<file path="config.mk">
export PLATFORM = sky130hd
export DESIGN_NAME = image_mem_arbiter
export DESIGN_NICKNAME = d
export VERILOG_FILES = /design/src/rtl/image_mem_arbiter.sv
export SDC_FILE = /design/constraint.sdc
export NUM_CORES = 1
export LEC_CHECK = 0
export BUFFER_PORTS_ARGS = -buffer_cell sky130_fd_sc_hd__buf_4
export CORE_MARGIN = 3
export CORE_UTILIZATION = 57
export CTS_CLUSTER_SIZE = 20
export DETAILED_ROUTE_END_ITERATION = 10
export GPL_ROUTABILITY_DRIVEN = 0
export HOLD_SLACK_MARGIN = 0.03
export PLACE_DENSITY = 0.9
export SLEW_MARGIN = 40
export SYNTH_ARGS = -nofsm -noshare
export SYNTH_HDL_FRONTEND = slang
export SYNTH_SLANG_ARGS = --single-unit
</file>
<file path="constraint.sdc">
create_clock -name clk -period 3.41 [get_ports clk]
set_input_delay 0.682 -clock clk [delete_from_list [all_inputs] [get_ports clk]]
set_output_delay 0.682 -clock clk [all_outputs]
set_load 0.005 [all_outputs]
</file>
<file path="src/rtl/image_mem_arbiter.sv">
// rtl/image_mem_arbiter.sv - image RAM arbiter between a CPU port and a display prefetch FIFO.
module image_mem_arbiter #(
  parameter int ADDR_W       = 19,
  parameter int DATA_W       = 8,
  parameter int FIFO_DEPTH   = 8,
  parameter int LOW_WATER    = 2,
  parameter int FRAME_PIXELS = 307200,
  parameter int MAX_CONSEC   = 4
) (
  input  logic              clk,
  input  logic              reset,
  input  logic              cpu_req,
  input  logic              cpu_we,
  input  logic [ADDR_W-1:0] cpu_adr,
  input  logic [DATA_W-1:0] cpu_wdata,
  output logic              cpu_ack,
  output logic [DATA_W-1:0] cpu_rdata,
  input  logic              disp_frame_start,
  input  logic              disp_pop,
  output logic              disp_valid,
  output logic [DATA_W-1:0] disp_pixel,
  output logic [ADDR_W-1:0] ram_adr,
  output logic [DATA_W-1:0] ram_wdata,
  output logic              ram_wren,
  input  logic [DATA_W-1:0] ram_q
);

  localparam int PTR_W  = $clog2(FIFO_DEPTH);
  localparam int CNT_W  = PTR_W + 1;
  localparam int LVL_W  = CNT_W + 1;
  localparam int CONS_W = $clog2(MAX_CONSEC + 1);
  localparam int SCAN_W = ADDR_W + 1;

  localparam logic [LVL_W-1:0]  LOW_LVL   = LVL_W'(LOW_WATER);
  localparam logic [LVL_W-1:0]  FULL_LVL  = LVL_W'(FIFO_DEPTH);
  localparam logic [SCAN_W-1:0] FRAME_LIM = SCAN_W'(FRAME_PIXELS);
  localparam logic [CONS_W-1:0] CONS_LIM  = CONS_W'(MAX_CONSEC);

  typedef enum logic [2:0] {IDLE, CPU_WR, CPU_RD, CPU_CAP, DISP_RD, DISP_CAP} state_t;

  state_t              state, state_nxt;
  logic [DATA_W-1:0]   fifo_mem [FIFO_DEPTH];
  logic [PTR_W-1:0]    wr_ptr, rd_ptr;
  logic [CNT_W-1:0]    fifo_count;
  logic [SCAN_W-1:0]   scan_adr;
  logic [CONS_W-1:0]   consec;
  logic [DATA_W-1:0]   rdata_q;
  logic                drop;
  logic                inflight, scan_more, urgent, room;
  logic                grant_cpu, grant_disp, push, pop;
  logic [LVL_W-1:0]    level;

  assign inflight  = (state == DISP_RD) || (state == DISP_CAP);
  assign level     = {1'b0, fifo_count} + {{CNT_W{1'b0}}, inflight};
  assign scan_more = scan_adr < FRAME_LIM;
  // A frame restart in IDLE blocks display grants so scan_adr has a single writer that edge.
  assign urgent    = (level <= LOW_LVL) && scan_more && (consec < CONS_LIM) && !disp_frame_start;
  assign room      = (level < FULL_LVL) && scan_more && !disp_frame_start;

  assign push       = (state == DISP_CAP) && !disp_frame_start && !drop;
  assign pop        = disp_pop && disp_valid && !disp_frame_start;
  assign disp_valid = (fifo_count != '0);
  assign disp_pixel = disp_valid ? fifo_mem[rd_ptr] : '0;
  assign cpu_rdata  = (state == CPU_CAP) ? ram_q : rdata_q;

  always_comb begin
    state_nxt  = state;
    grant_cpu  = 1'b0;
    grant_disp = 1'b0;
    case (state)
      IDLE: begin
        if (urgent) begin
          grant_disp = 1'b1;
          state_nxt  = DISP_RD;
        end else if (cpu_req) begin
          grant_cpu = 1'b1;
          state_nxt = cpu_we ? CPU_WR : CPU_RD;
        end else if (room) begin
          grant_disp = 1'b1;
          state_nxt  = DISP_RD;
        end
      end
      CPU_WR:   state_nxt = IDLE;
      CPU_RD:   state_nxt = CPU_CAP;
      CPU_CAP:  state_nxt = IDLE;
      DISP_RD:  state_nxt = DISP_CAP;
      DISP_CAP: state_nxt = IDLE;
      default:  state_nxt = IDLE;
    endcase
  end

  always_ff @(posedge clk or negedge reset) begin
    if (!reset) begin
      state      <= IDLE;
      cpu_ack    <= 1'b0;
      ram_wren   <= 1'b0;
      ram_adr    <= '0;
      ram_wdata  <= '0;
      rdata_q    <= '0;
      scan_adr   <= '0;
      consec     <= '0;
      drop       <= 1'b0;
      wr_ptr     <= '0;
      rd_ptr     <= '0;
      fifo_count <= '0;
    end else begin
      state    <= state_nxt;
      cpu_ack  <= (state_nxt == CPU_WR) || (state_nxt == CPU_CAP);
      ram_wren <= (state_nxt == CPU_WR);

      if (grant_cpu) begin
        ram_adr <= cpu_adr;
        if (cpu_we) ram_wdata <= cpu_wdata;
      end
      if (grant_disp) begin
        ram_adr  <= scan_adr[ADDR_W-1:0];
        scan_adr <= scan_adr + 1'b1;
      end
      if (disp_frame_start) scan_adr <= '0;

      if (state == IDLE) begin
        if (grant_cpu || !cpu_req) consec <= '0;
        else if (grant_disp)       consec <= consec + 1'b1;
      end

      if (state == CPU_CAP) rdata_q <= ram_q;

      // A read issued before a frame restart belongs to the old frame; drop its capture too.
      if (disp_frame_start && state == DISP_RD) drop <= 1'b1;
      else if (state == DISP_CAP)               drop <= 1'b0;

      if (disp_frame_start) begin
        wr_ptr     <= '0;
        rd_ptr     <= '0;
        fifo_count <= '0;
      end else begin
        if (push) wr_ptr <= wr_ptr + 1'b1;
        if (pop)  rd_ptr <= rd_ptr + 1'b1;
        case ({push, pop})
          2'b10:   fifo_count <= fifo_count + 1'b1;
          2'b01:   fifo_count <= fifo_count - 1'b1;
          default: fifo_count <= fifo_count;
        endcase
      end
    end
  end

  always_ff @(posedge clk) begin
    if (push) fifo_mem[wr_ptr] <= ram_q;
  end

endmodule

</file>
==> results.toml <==
[yosys]
yosys.area.top_type = "edfxtp_1"
synth_seq_cells = 138
synthDistinctLibCells = 53
async_flop_share_pct = 53.6
synth_common_cells = "dfrtp_1, edfxtp_1, a21oi_1"
yosysSeqAreaShare_pct = 59.8
avgSynthCellArea_um2 = 13.0
yosys_warnings = 0
synth_edf_count = 64
synth_ff_type = "dfrtp_1"
yosysMostFrequentCell = "dfrtp_1"
synth_top_area_share_pct = 30.5
netlist_area_um2 = 6310
syn_nets = 535
synthCells = 485
synth.area.top_cells = "edfxtp_1, dfrtp_1, mux4_2, mux2i_1, a21oi_1"

[timing]
rsz0062_at_grt = "false"
skew_ns = 0.00905
fin_crit_ns = 3.04
relSlewSlack_pct = 41.7
min_period_over_period_pct = 89.3
final_max_slew_viol_count = 0
fin_setup_tns_ns = 0
worst_slew_pin_slew_ns = 0.871
setup_ws_ns = 0.365
final-setup-viol-count = 0
max_freq_mhz = 328
finalHoldViolCount = 0
timing.hold.ws_ns = 0.182

[floorplanning]
die_w_um = 111
io_pins = 87
dieArea_um2 = 12400
fp.dieH_um = 111
start_util_pct = 59.8
core_area_um2 = 10600
row_count = 37

[global_route]
grt_pass1_vias = 4619
antenna_found_initial = 0
grt_max_degree = 75
grt_overflow = 0
grt_pass1_wl_um = 24400
grtUsageTotal_pct = 25.2

[power_and_ir_drop]
leakagePower_nw = 3.18
p_per_area_nw_per_um2 = 828
vdd_drop_max_mv = 0.625

[cts]
cts_buffer_depth = 2
cts-htree-levels = 4
path_clk_slew_ns = 0.06
cts_tree = "yes"
clk_latency_ns = 0.53
ctsHoldBuffers = 0
cts_made_buffers = 17
post_cts_resized = 0
post_cts_buffers = 0
clock-sinks = 138
cts_root_buf = "clkbuf_8"

[status]
status = "completed"

[worst_setup_path]
timing.reg2reg.setup_slack_ns = 0.37
r2r_end = "scan_adr[9]$_DFFE_PN0P_"
critPathMaxFanout = 25
worstPathArrival_ns = 3.48
crit_type = "flop to flop"
critPathLaunchType = "flop"
cp-end-kind = "flop"
critical_path_required_ns = 3.85
ff2ff_path_depth = 8
r2r-start = "state[2]$_DFF_PN0_"

[final_layout]
multi_input_area_um2 = 2350
instances_no_fill = 717
final_util_pct = 73.2
drive_gt1_share_pct = 28.6
diodes = 0
area_growth_pct = 22.4
nets = 618
regArea_um2 = 3770
fillers = 643

[worst_hold_path]
hold_class = "input pin to async pin"

[run]
maxCapViolations = 0

[detailed_routing]
antenna_left = 0
drt_wl_total_um = 15000
wire_per_inst_um = 20.9
drc_errors = 0
via_per_inst = 6.26
dr.pass1.iters = 5
vias = 4492
drtIter0Drc = 426

[placed_design]
portBuffers = 86
preCtsSetupSlack_ns = 0.477
dp_hpwl_um = 9390
dpl.cell_count = 685
## where the power goes
group | switching, mW | leakage (nW) | internal, mW
clock | 0.696 | 0.313 | 1.33
sequential | 0.243 | 1.52 | 2.04
combinational | 1.05 | 1.34 | 1.03
## flip-flops by register name, summed over array words and instances, names as in the netlist, 3 cells and up
register and cells:
state 3, rdata_q 8, wr_ptr 3, fifo_count 4, consec 3, ram_wdata 8
fifo_mem 64, scan_adr 20, ram_adr 19, rd_ptr 3
## worst max-delay path: stages, from the launching register on
cell and delay, ns:
dfrtp_1 0.48, nor2b_1 0.34, ha_1 0.33, nand3_1 0.12
mux2i_1 0.29, nand3_2 0.39, buf_4 0.34, or4_1 0.47
a21oi_1 0.19
## logic make-up after synthesis
group	count (synthesis)	synth area share, %
flops	138	59.8
simple gates	137	11.9
compound gates	88	8.76
mux	62	13.3
buf+inv	45	3.47
fa+ha+maj	9	1.90
xor+xnor	6	0.833
## final cells by class
type	instances	share of cell area [%]
multi-input cells	302	30.4
flip-flops and latches	138	48.9
clock inverters	13	2.90
inverters	10	0.486
clock buffers	19	5.46
well taps	136	2.20
repair buffers	99	9.67
## worst max path at each step
stage	start	to	slack, ns	depth (start not counted)
2_1_floorplan	state[1]$_DFF_PN0_	fifo_mem[0][0]$_DFFE_PP_	1.00	5
5_1_grt	state[2]$_DFF_PN0_	scan_adr[9]$_DFFE_PN0P_	0.18	8
4_1_cts	state[2]$_DFF_PN0_	scan_adr[9]$_DFFE_PN0P_	0.42	8
3_5_place_dp	state[2]$_DFF_PN0_	scan_adr[3]$_DFFE_PN0P_	0.48	8
3_3_place_gp	state[2]$_DFF_PN0_	scan_adr[4]$_DFFE_PN0P_	0.65	8
6_report	state[2]$_DFF_PN0_	scan_adr[9]$_DFFE_PN0P_	0.37	8
## metrics by stage
stage	instance area (µm²)	power, mW
after CTS	7710	6.42
after detailed placement	7070	4.36
after floorplan	6310	3.50
after global routing	7720	6.71
after global placement	7060	4.22
final	7720	6.40
## layer usage
metal / part of all wire [%] / GRT usage, %
met5: 0 / 0
met4: 2.1 / 10.9
met3: 7.4 / 6.00
met2: 52 / 41.7
met1: 38 / 31.8
## layout by cell type, fill, tap and decap left out, drive strengths merged, types with 6 or more instances in the layout
cell type	Yosys	layout
mux2i	30	30
or4	17	17
clkinv	1	7
mux4	16	16
edfxtp	64	64
a21oi	48	48
clkbuf	21	19
nand2	16	16
mux2	16	16
nor2	27	27
nor3	23	23
o21ai	10	10
bufinv	0	6
inv	9	9
buf	14	99
ha	8	8
nand3	19	19
o31ai	16	16
dfrtp	74	74
and3	7	7
Note: power is estimated with default switching activity, not from simulation.
